## src/rtl/fp_adder_param.sv

```systemverilog
// fp_adder_param: parametrised multicycle IEEE-754-style adder/subtractor.
// Fixed five-cycle latency, round-to-nearest-even, gradual underflow.
module fp_adder_param #(
  parameter int unsigned EXP_W  = 8,
  parameter int unsigned FRAC_W = 23
) (
  input  logic                  Clock,
  input  logic                  Reset,
  input  logic [EXP_W+FRAC_W:0] AddendA,
  input  logic [EXP_W+FRAC_W:0] AddendB,
  input  logic                  Sub,
  input  logic                  Go,
  output logic [EXP_W+FRAC_W:0] Result,
  output logic                  Ready,
  output logic                  Done,
  output logic                  Zero,
  output logic                  Inf,
  output logic                  Nan
);
  localparam int unsigned W  = 1 + EXP_W + FRAC_W;
  localparam int unsigned SW = FRAC_W + 1;   // significand incl. hidden bit
  localparam int unsigned XW = SW + 3;       // significand + guard/round/sticky
  localparam int unsigned WW = 2 * SW + 2;   // alignment window
  localparam int unsigned EW = EXP_W + 1;    // exponent with overflow headroom
  localparam int unsigned RW = SW + 1;       // rounded significand with carry
  localparam logic [EXP_W-1:0] EXP_ONES = '1;
  localparam logic [W-1:0]     QNAN = {1'b0, EXP_ONES, 1'b1, {(FRAC_W-1){1'b0}}};

  localparam logic [2:0] S_IDLE   = 3'd0;
  localparam logic [2:0] S_UNPACK = 3'd1;
  localparam logic [2:0] S_ALIGN  = 3'd2;
  localparam logic [2:0] S_ADD    = 3'd3;
  localparam logic [2:0] S_NORM   = 3'd4;
  localparam logic [2:0] S_ROUND  = 3'd5;

  logic [2:0]        state, state_n;
  logic              load, ready_n, done_n;

  logic [W-1:0]      a_q, b_q;
  logic              sub_q;
  logic              sa_q, sb_q;
  logic [EXP_W-1:0]  ea_q, eb_q;
  logic [SW-1:0]     ma_q, mb_q;
  logic              spec_q;
  logic [W-1:0]      spec_res_q;
  logic              sign_q, eff_sub_q;
  logic [EW-1:0]     exp_q;
  logic [XW-1:0]     big_q, small_q;
  logic [XW:0]       sum_q;
  logic [XW-1:0]     mant_q;

  // State register
  always_ff @(posedge Clock or posedge Reset) begin
    if (Reset) state <= S_IDLE;
    else       state <= state_n;
  end

  // Next state; a new operation may start from IDLE or straight out of ROUND
  always_comb begin
    state_n = state;
    load    = 1'b0;
    ready_n = 1'b0;
    done_n  = 1'b0;
    case (state)
      S_IDLE: begin
        ready_n = 1'b1;
        if (Go) begin
          state_n = S_UNPACK;
          load    = 1'b1;
          ready_n = 1'b0;
        end
      end
      S_UNPACK: state_n = S_ALIGN;
      S_ALIGN:  state_n = S_ADD;
      S_ADD:    state_n = S_NORM;
      S_NORM:   state_n = S_ROUND;
      S_ROUND: begin
        done_n = 1'b1;
        if (Go) begin
          state_n = S_UNPACK;
          load    = 1'b1;
        end else begin
          state_n = S_IDLE;
          ready_n = 1'b1;
        end
      end
      default: begin
        state_n = S_IDLE;
        ready_n = 1'b1;
      end
    endcase
  end

  // Unpack: field split, classification and special-case result
  logic             sa, sb, a_nan, b_nan, a_inf, b_inf, a_zero, b_zero, spec_n;
  logic [EXP_W-1:0] ea, eb;
  logic [FRAC_W-1:0] fa, fb;
  logic [W-1:0]     spec_res_n;

  always_comb begin
    sa     = a_q[W-1];
    sb     = b_q[W-1] ^ sub_q;
    ea     = a_q[W-2:FRAC_W];
    eb     = b_q[W-2:FRAC_W];
    fa     = a_q[FRAC_W-1:0];
    fb     = b_q[FRAC_W-1:0];
    a_nan  = (ea == EXP_ONES) && (fa != '0);
    b_nan  = (eb == EXP_ONES) && (fb != '0);
    a_inf  = (ea == EXP_ONES) && (fa == '0);
    b_inf  = (eb == EXP_ONES) && (fb == '0);
    a_zero = (ea == '0) && (fa == '0);
    b_zero = (eb == '0) && (fb == '0);
    spec_n     = 1'b1;
    spec_res_n = QNAN;
    if (a_nan || b_nan || (a_inf && b_inf && (sa != sb))) spec_res_n = QNAN;
    else if (a_inf)            spec_res_n = {sa, EXP_ONES, {FRAC_W{1'b0}}};
    else if (b_inf)            spec_res_n = {sb, EXP_ONES, {FRAC_W{1'b0}}};
    else if (a_zero && b_zero) spec_res_n = {sa & sb, {(W-1){1'b0}}};
    else                       spec_n = 1'b0;
  end

  // Align: larger magnitude first, smaller shifted right with sticky collapse
  logic             a_big, s_big, s_sml;
  logic [EXP_W-1:0] e_big, e_sml, diff;
  logic [SW-1:0]    m_big, m_sml;
  logic [31:0]      ash;
  logic [WW-1:0]    win;
  logic [XW-1:0]    small_n;

  always_comb begin
    a_big   = {ea_q, ma_q} >= {eb_q, mb_q};
    e_big   = a_big ? ea_q : eb_q;
    e_sml   = a_big ? eb_q : ea_q;
    m_big   = a_big ? ma_q : mb_q;
    m_sml   = a_big ? mb_q : ma_q;
    s_big   = a_big ? sa_q : sb_q;
    s_sml   = a_big ? sb_q : sa_q;
    diff    = e_big - e_sml;
    ash     = (32'(diff) > 32'(SW + 2)) ? 32'(SW + 2) : 32'(diff);
    win     = {m_sml, {(SW + 2){1'b0}}} >> ash;
    small_n = {win[WW-1 -: SW+2], |win[SW-1:0]};
  end

  logic [XW:0] sum_n;
  always_comb begin
    if (eff_sub_q) sum_n = {1'b0, big_q} - {1'b0, small_q};
    else           sum_n = {1'b0, big_q} + {1'b0, small_q};
  end

  // Normalise: carry shifts right, otherwise left by clamped leading-zero count
  logic [31:0]   lz, lim, nsh;
  logic [XW-1:0] mant_n;
  logic [EW-1:0] exp_norm;

  always_comb begin
    lz = 32'(XW);
    for (int i = 0; i < int'(XW); i++) begin
      if (sum_q[i]) lz = 32'(int'(XW) - 1 - i);
    end
    lim = 32'(exp_q) - 32'd1;
    nsh = (lz < lim) ? lz : lim;
    if (sum_q[XW]) begin
      mant_n   = {sum_q[XW:2], sum_q[1] | sum_q[0]};
      exp_norm = exp_q + EW'(1);
    end else begin
      mant_n   = sum_q[XW-1:0] << nsh;
      exp_norm = exp_q - EW'(nsh);
    end
  end

  // Round to nearest even, repack, overflow to Inf
  logic              up, zero_n, inf_n, nan_n;
  logic [RW-1:0]     rsig;
  logic [EW-1:0]     efull;
  logic [FRAC_W-1:0] frac_n;
  logic [W-1:0]      res_n;

  always_comb begin
    up     = mant_q[2] & (mant_q[1] | mant_q[0] | mant_q[3]);
    rsig   = {1'b0, mant_q[XW-1:3]} + RW'(up);
    frac_n = rsig[FRAC_W-1:0];
    efull  = exp_q;
    if (rsig[SW]) begin
      efull  = exp_q + EW'(1);
      frac_n = '0;
    end else if (!rsig[SW-1]) begin
      efull = '0;
    end
    if (efull >= {1'b0, EXP_ONES}) res_n = {sign_q, EXP_ONES, {FRAC_W{1'b0}}};
    else                           res_n = {sign_q, efull[EXP_W-1:0], frac_n};
    if (rsig == '0) res_n = '0;
    if (spec_q)     res_n = spec_res_q;
    zero_n = (res_n[W-2:0] == '0);
    inf_n  = (res_n[W-2:FRAC_W] == EXP_ONES) && (res_n[FRAC_W-1:0] == '0);
    nan_n  = (res_n[W-2:FRAC_W] == EXP_ONES) && (res_n[FRAC_W-1:0] != '0);
  end

  // Datapath and output registers
  always_ff @(posedge Clock or posedge Reset) begin
    if (Reset) begin
      Result     <= '0;
      Ready      <= 1'b1;
      Done       <= 1'b0;
      Zero       <= 1'b0;
      Inf        <= 1'b0;
      Nan        <= 1'b0;
      a_q        <= '0;
      b_q        <= '0;
      sub_q      <= 1'b0;
      sa_q       <= 1'b0;
      sb_q       <= 1'b0;
      ea_q       <= '0;
      eb_q       <= '0;
      ma_q       <= '0;
      mb_q       <= '0;
      spec_q     <= 1'b0;
      spec_res_q <= '0;
      sign_q     <= 1'b0;
      eff_sub_q  <= 1'b0;
      exp_q      <= '0;
      big_q      <= '0;
      small_q    <= '0;
      sum_q      <= '0;
      mant_q     <= '0;
    end else begin
      Ready <= ready_n;
      Done  <= done_n;
      if (load) begin
        a_q   <= AddendA;
        b_q   <= AddendB;
        sub_q <= Sub;
      end
      case (state)
        S_UNPACK: begin
          sa_q       <= sa;
          sb_q       <= sb;
          ea_q       <= (ea == '0) ? EXP_W'(1) : ea;
          eb_q       <= (eb == '0) ? EXP_W'(1) : eb;
          ma_q       <= {|ea, fa};
          mb_q       <= {|eb, fb};
          spec_q     <= spec_n;
          spec_res_q <= spec_res_n;
        end
        S_ALIGN: begin
          sign_q    <= s_big;
          eff_sub_q <= s_big ^ s_sml;
          exp_q     <= {1'b0, e_big};
          big_q     <= {m_big, 3'b000};
          small_q   <= small_n;
        end
        S_ADD: sum_q <= sum_n;
        S_NORM: begin
          mant_q <= mant_n;
          exp_q  <= exp_norm;
        end
        S_ROUND: begin
          Result <= res_n;
          Zero   <= zero_n;
          Inf    <= inf_n;
          Nan    <= nan_n;
        end
        default: ;
      endcase
    end
  end
endmodule

```

## config.mk

```make
export PLATFORM = sky130hd
export DESIGN_NAME = fp_adder_param
export DESIGN_NICKNAME = d
export VERILOG_FILES = /design/src/rtl/fp_adder_param.sv
export SDC_FILE = /design/constraint.sdc
export NUM_CORES = 1
export LEC_CHECK = 0
export CAP_MARGIN = 20
export CORE_UTILIZATION = 55
export DETAILED_ROUTE_END_ITERATION = 8
export PLACE_DENSITY = 0.72
export SETUP_SLACK_MARGIN = 0.02
export SLEW_MARGIN = 20
export SYNTH_ARGS = -nofsm -noshare
export SYNTH_HDL_FRONTEND = slang
export SYNTH_SLANG_ARGS = --single-unit
export TNS_END_PERCENT = 20
```

## constraint.sdc

```tcl
create_clock -name Clock -period 18.75 [get_ports Clock]
set_clock_uncertainty 0.1 [all_clocks]
set_input_delay 4.6875 -clock Clock [delete_from_list [all_inputs] [get_ports Clock]]
set_output_delay 4.6875 -clock Clock [all_outputs]
set_load 0.005 [all_outputs]
```

==> results of run 1 <==
## worst max-delay path by stage
stage,start,to,slack [ns],cells after the start
3_5_place_dp,Reset,small_q[18]$_DFFE_PP0P_,11.14,4
4_1_cts,ma_q[23]$_DFFE_PP0P_,small_q[0]$_DFFE_PP0P_,11.57,23
2_1_floorplan,Reset,Done$_DFF_PP0_,5.90,1
6_report,ma_q[23]$_DFFE_PP0P_,small_q[0]$_DFFE_PP0P_,11.43,23
5_1_grt,ma_q[21]$_DFFE_PP0P_,small_q[0]$_DFFE_PP0P_,11.02,23
3_3_place_gp,Reset,small_q[18]$_DFFE_PP0P_,11.19,4
## per-layer routing
layer,up-vias,GRT usage [%],part of all wire [%]
met3,82,3.344,4.1
met1,8623,44.02,47
met2,465,49.11,47
met5,-,0,0
li1,8467,-,-
met4,0,8.480,2.2
## worst register-to-register path, cell delays in order (launching register included)
cell	delay, ns
dfrtp_1	0.41
ha_1	0.36
a21oi_1	0.16
o21ai_0	0.21
a211oi_1	0.35
o211ai_2	0.36
a21oi_4	0.21
buf_4	0.51
mux2i_1	0.27
ha_1	0.24
a311o_1	0.28
or2_1	0.25
xnor2_1	0.23
a2111o_2	0.53
o221ai_4	0.26
or3_1	0.74
nor3_1	0.14
a221oi_2	0.46
a21boi_1	0.20
mux2_2	0.32
nor4_1	0.29
nand2_1	0.08
o21ai_1	0.17
nand2_1	0.07
## placed cells by master (no fill, tap or decap), types with 8 or more instances in the layout
cell	netlist	final
a211oi_1	35	35
a21o_1	12	11
a21oi_1	142	142
a221oi_1	13	13
a22oi_1	23	23
a31oi_1	47	47
and2_1	20	19
and3_1	26	26
and4_1	8	8
buf_4	0	22
clkbuf_16	0	36
clkdlybuf4s50_1	0	104
dfrtp_1	291	291
ha_1	95	95
inv_1	112	111
mux2_2	114	114
mux2i_1	81	81
nand2_1	302	302
nand2b_1	17	17
nand3_1	37	37
nand4_1	21	21
nor2_1	225	225
nor3_1	53	53
nor4_1	25	25
o211ai_1	22	22
o21a_1	11	11
o21ai_0	193	193
o21ai_1	16	15
o21bai_1	12	12
o22ai_1	21	21
o31ai_1	35	35
or3_1	9	9
xnor2_1	37	37
xor2_1	23	23
## layout make-up
cell class	instances	area share, %
tap	461	2.568
multi-input combinational	1796	51.77
inverter	115	1.955
clock buffer	43	4.350
sequential	292	32.53
timing repair buffer	127	5.420
clock inverter	21	1.398
## stage by stage
| stage | utilization, % | worst slack (ns) | instance area [µm²] | hold WS, ns |
|---|---|---|---|---|
| detailed placement | 59.51 | 11.14 | 21170 | 0.3546 |
| CTS | 63.14 | 11.57 | 22460 | 0.3677 |
| global route | 63.15 | 11.02 | 22460 | 0.4076 |
| global placement | 59.51 | 11.19 | 21170 | 0.3569 |
| floorplan | - | 5.902 | 19900 | 0.3628 |
| finish | 63.15 | 11.43 | 22460 | 0.3655 |
## flip-flops by register name, indices dropped and copies added (netlist names), 3 cells and up
signal,cells
exp_q,9
ma_q,24
ea_q,8
sum_q,28
mb_q,24
eb_q,8
big_q,24
state,3
Result,32
mant_q,27
b_q,32
a_q,32
small_q,27
spec_res_q,3
## kinds of logic after synthesis
group	Yosys count	synth area share, %
simple gates	783	17.72
compound gates	658	20.97
flops	292	36.72
buf+inv	253	4.980
mux	197	10.71
fa+ha+maj	97	6.174
xor+xnor	61	2.722
==> metrics.md, run 1 <==
| Metric | Value |
|---|---|
| Post-route ant nets | `0` |
| Root buffer cell | `clkbuf_16` |
| Asr flop ratio synth | `100.0%` |
| Die W | `192.2 µm` |
| Crit Path Max Fanout | `59` |
| Crit Reg-Reg Endpoint | `small_q[0]$_DFFE_PP0P_` |
| Detailed placement HPWL | `41.78 mm` |
| Area grow syn2layout | `12.88%` |
| Critical-path top delay cell | `or3_1` |
| Post-synth EDFFs | `0` |
| First-pass GRT wire length | `90.00 mm` |
| Die ar. | `36950 µm²` |
| DR WL/cell | `19.54 µm` |
| Clk Latency, worst-skew pair | `0.56 ns` |
| Commonest cells in the synthesized netlist | `302 x nand2_1, 291 x dfrtp_1, 225 x nor2_1, 193 x o21ai_0, 142 x a21oi_1` |
| Hold depth | `2` |
| Post-Syn Area per Cell | `8.501 µm²` |
| Top delay family on crit path | `compound AO/OA/AOI/OAI gates` |
| FF-to-FF path depth | `23` |
| Worst reg2reg setup slack | `11.43 ns` |
| Die Span Y | `192.2 µm` |
| Drt pass-1 iters | `7` |
| GRT Residual Overflow | `0` |
| Clk sinks | `292` |
| Vias per inst | `6.178` |
| Port buffer count | `104` |
| Clk slew on worst S/H paths | `0.07 ns` |
| GP Congestion | `0.9536` |
| Max Clock Freq | `136.7 MHz` |
| Outcome | `complete, no violations` |
| Ys Warns | `0` |
| Post-synthesis sequential area ratio | `36.72%` |
| Fin crit share | `39.02%` |
| Ports | `105` |
| Hold endpoint | `Result[26]$_DFFE_PP0P_` |
| Post-synth top area share | `36.59%` |
| Post-CTS Setup Repair Bufs | `0` |
| Multi-input logic area | `11630 µm²` |
| Setup Total Neg Slack | `0 ns` |
| Largest net degree at the start of global routing | `99` |
| CTS tree | `done` |
| Cell row count | `69` |
| CP arrival | `7.66 ns` |
| Netlist Area Pre-Place | `19900 µm²` |
| DRC | `0` |
| Critical path class | `flip-flop to flip-flop` |
| Top FF cell, synth | `dfrtp_1` |
| Count leader, synth | `nand2_1` |
| Critical-path cell list | `ha_1, a21oi_1, o21ai_0, a211oi_1, o211ai_2, a21oi_4, buf_4, mux2i_1, ha_1, a311o_1, or2_1, xnor2_1, a2111o_2, o221ai_4, or3_1, nor3_1, a221oi_2, a21boi_1, mux2_2, nor4_1, nand2_1, o21ai_1, nand2_1` |
| Slew margin rel. | `33.48%` |
| Worst R2R Start | `ma_q[23]$_DFFE_PP0P_` |
| Max-slew violations | `0` |
| Synth Register Bits | `292` |
| CTS Buffer Depth | `3` |
| # setup viols final | `0` |
| Initial Utilization | `55.95%` |
| Gr usage total | `30.75%` |
| RSZ-0062 raised after global routing | `false` |
| Hold Path Origin | `Result[26]$_DFFE_PP0P_` |
| Nets | `2532` |
| Layout cells sized above 1 | `9.858%` |
| Synth Net Count | `2506` |
| Crit. End Element | `flip-flop` |
| Yosys cell types | `90` |
| Yosys top cell by area | `dfrtp_1` |
| Cells after Synth | `2341` |
| CTS resizes | `0` |
| CP startpoint kind | `flip-flop` |
| Hold Crit Class | `flip-flop to flip-flop` |
| Routed WL | `55.78 mm` |
| Register area | `7308 µm²` |
| Cts hold-fix bufs | `0` |
| Vias post-DR | `17.64k` |
| Max Cap Viol | `0` |
| Area contributors post-synth | `dfrtp_1 37%, mux2_2 6.5%, ha_1 6.0%, nand2_1 5.7%, o21ai_0 4.9%` |
| Ant diodes | `0` |
| Initial antenna violation count | `1` |
| FILL cells | `3088` |
| Max H-tree Level | `2` |
| Worst stage delay on the critical path | `0.74 ns` |
| Worst Tran Pin Value | `0.9979 ns` |
| DR iter-0 viols | `1429` |
| CTS buffer count | `35` |
| WP buf/inv | `1` |
| Placed cells | `2791` |
| Number of global-route vias before repair | `16.54k` |
| Worst path required time | `19.09 ns` |
| Endpoints failing hold | `0` |
| Final non-filler cell total | `2855` |
| Fin crit period | `7.316 ns` |
| Core Area | `35570 µm²` |
Power of run 1 is not shown: default switching activity piles up to over one toggle a cycle in this logic, so the estimate is an artifact.
==> run 2, diff against run 1 <==
clock period = 7.5 ns   (was 18.75 ns; I/O delays follow)
==> run 2 against run 1 <==
Net effect: count of clock-buffer cells in the layout is 5 higher; maximum frequency increased by 12%; cell count fell by 0.25%; sequential share of layout area is 0.28 points higher; worst setup slack worse by 10 ns; worst hold slack improved by 0.0053 ns; register-to-register slack worse by 10 ns; highest routed layer unchanged; via count increased by 0.16%; die area stayed put; first-iteration DRC count up 9.7%.
==> metrics.md, run 2 (synthesis gave the netlist of run 1 again) <==
| Metric | Value |
|---|---|
| Outcome | `complete, no violations` |
| DR WL/cell | `20.07 µm` |
| Commonest non-fill, non-tap cell in the layout | `nand2_1` |
| Setup Total Neg Slack | `0 ns` |
| Ant diodes | `0` |
| Max H-tree Level | `2` |
| Fin crit period | `6.544 ns` |
| Largest registers | `Result x32, a_q x32, b_q x32` |
| Vias per inst | `6.203` |
| Crit. End Element | `flip-flop` |
| Most frequent cells in the layout | `302 x nand2_1, 291 x dfrtp_1, 225 x nor2_1` |
| GP Congestion | `0.9651` |
| Post-route ant nets | `0` |
| Clk slew on worst S/H paths | `0.07 ns` |
| Max Cap Viol | `0` |
| Cts hold-fix bufs | `0` |
| First-pass GRT wire length | `91.91 mm` |
| GRT Residual Overflow | `0` |
| DRC | `0` |
| Area grow syn2layout | `11.91%` |
| Vias post-DR | `17.67k` |
| Cell row count | `69` |
| Endpoints failing hold | `0` |
| Routed WL | `57.15 mm` |
| CP startpoint kind | `flip-flop` |
| Number of global-route vias before repair | `16.91k` |
| Port buffer count | `104` |
| Worst Tran Pin Value | `1.054 ns` |
| Ports | `105` |
| RSZ-0062 raised after global routing | `false` |
| CTS tree | `done` |
| Clk Latency, worst-skew pair | `0.55 ns` |
| DR iter-0 viols | `1568` |
| CTS Buffer Depth | `3` |
| Layout cells sized above 1 | `9.342%` |
| Die ar. | `36950 µm²` |
| Worst path required time | `7.89 ns` |
| Initial Utilization | `55.95%` |
| Max Clock Freq | `152.8 MHz` |
| Nets | `2533` |
| Hold Crit Class | `flip-flop to flip-flop` |
| Largest net degree at the start of global routing | `155` |
| Slew margin rel. | `28.99%` |
| # setup viols final | `0` |
| Critical path class | `flip-flop to flip-flop` |
| CTS buffer count | `35` |
| Max-slew violations | `0` |
| Detailed placement HPWL | `42.63 mm` |
| Gr usage total | `31.41%` |
| Drt pass-1 iters | `8` |
| Die W | `192.2 µm` |
| CTS resizes | `0` |
| Post-CTS Setup Repair Bufs | `0` |
| CP arrival | `6.93 ns` |
| Die Span Y | `192.2 µm` |
| Core Area | `35570 µm²` |
| Initial antenna violation count | `0` |
| Crit Path Max Fanout | `27` |
| Fin crit share | `87.25%` |
| Clk sinks | `292` |
| Root buffer cell | `clkbuf_16` |
==> run 2: cell count changes in the layout (fill, tap and decap cells not counted) <==
| cell | previous run | this run |
|---|---|---|
| buf_6 | 1 | 0 |
| buf_4 | 22 | 23 |
| clkbuf_1 | 2 | 8 |
| clkinv_8 | 1 | 0 |
| clkbuf_16 | 36 | 37 |
| clkinv_2 | 7 | 6 |
| inv_8 | 2 | 0 |
| inv_6 | 1 | 0 |
| bufinv_16 | 7 | 2 |
| buf_12 | 0 | 1 |
| clkinvlp_4 | 2 | 1 |
| clkinv_4 | 2 | 0 |
| clkbuf_8 | 5 | 3 |
==> run 2: layout make-up <==
class | instances | area, µm²
Clock buffer | 48 | 997.2
Clock inverter | 8 | 90.09
Fill cell | 3132 | 13300
Inverter | 115 | 435.4
Multi-Input combinational cell | 1796 | 11630
Sequential cell | 292 | 7308
Tap cell | 461 | 576.8
Timing Repair Buffer | 128 | 1234
==> run 2: worst paths after layout <==
kind | end | cells past startpoint | start | slack [ns]
min in group asynchronous | state[1]$_DFFE_PP0P_ | 2 | Reset | 1.60
min reg2reg | Result[26]$_DFFE_PP0P_ | 2 | Result[26]$_DFFE_PP0P_ | 0.37
min | Result[26]$_DFFE_PP0P_ | 2 | Result[26]$_DFFE_PP0P_ | 0.37
max in group asynchronous | small_q[16]$_DFFE_PP0P_ | 3 | Reset | 4.52
max | small_q[0]$_DFFE_PP0P_ | 22 | ma_q[7]$_DFFE_PP0P_ | 0.96
max reg2reg | small_q[0]$_DFFE_PP0P_ | 22 | ma_q[7]$_DFFE_PP0P_ | 0.96
==> run 2: critical path, cell delays in order, from the launching register on <==
cell,delay (ns)
dfrtp_1,0.42
ha_1,0.35
a21oi_1,0.13
o21ai_0,0.12
a221oi_1,0.46
o211ai_2,0.35
a21oi_4,0.24
mux2i_1,0.15
ha_1,0.21
a311o_1,0.29
or2_1,0.25
xnor2_1,0.23
a2111o_2,0.53
o221ai_4,0.27
or3_1,0.76
nor2_1,0.11
a211oi_1,0.68
a21oi_2,0.21
mux2i_1,0.29
nor4_1,0.10
nand4_1,0.10
o21ai_1,0.08
nand2_1,0.06
==> run 2: per-layer routing <==
layer | vias to the layer above | share of wire (%) | global-route usage [%]
li1 | 8462 | - | -
met1 | 8588 | 46 | 44.21
met2 | 531 | 47 | 50.59
met3 | 84 | 5.1 | 4.111
met4 | 0 | 2.1 | 8.571
met5 | - | 0 | 0
==> run 2: stage by stage <==
step                      setup slack (ns)  utilization (%)  area (µm²)  cells  hold WS [ns]
after global routing                0.5057            62.61       22270   2848        0.4050
after detailed placement            0.9955            59.56       21180   2792        0.3640
after global placement               1.082            59.56       21180   2792        0.3519
final                               0.9563            62.61       22270   2848        0.3708
after CTS                           0.9781            62.61       22270   2848        0.3772
after floorplan                      1.651                -       19900   2341        0.3628
Power of run 2 is left out for the same reason.
==> run 3, diff against run 2 <==
CAP_MARGIN = unset   (was 20)
==> results of run 3 <==
Final layout, timing and power as in run 2 (identical DEF).
Power of run 3 is left out for the same reason.
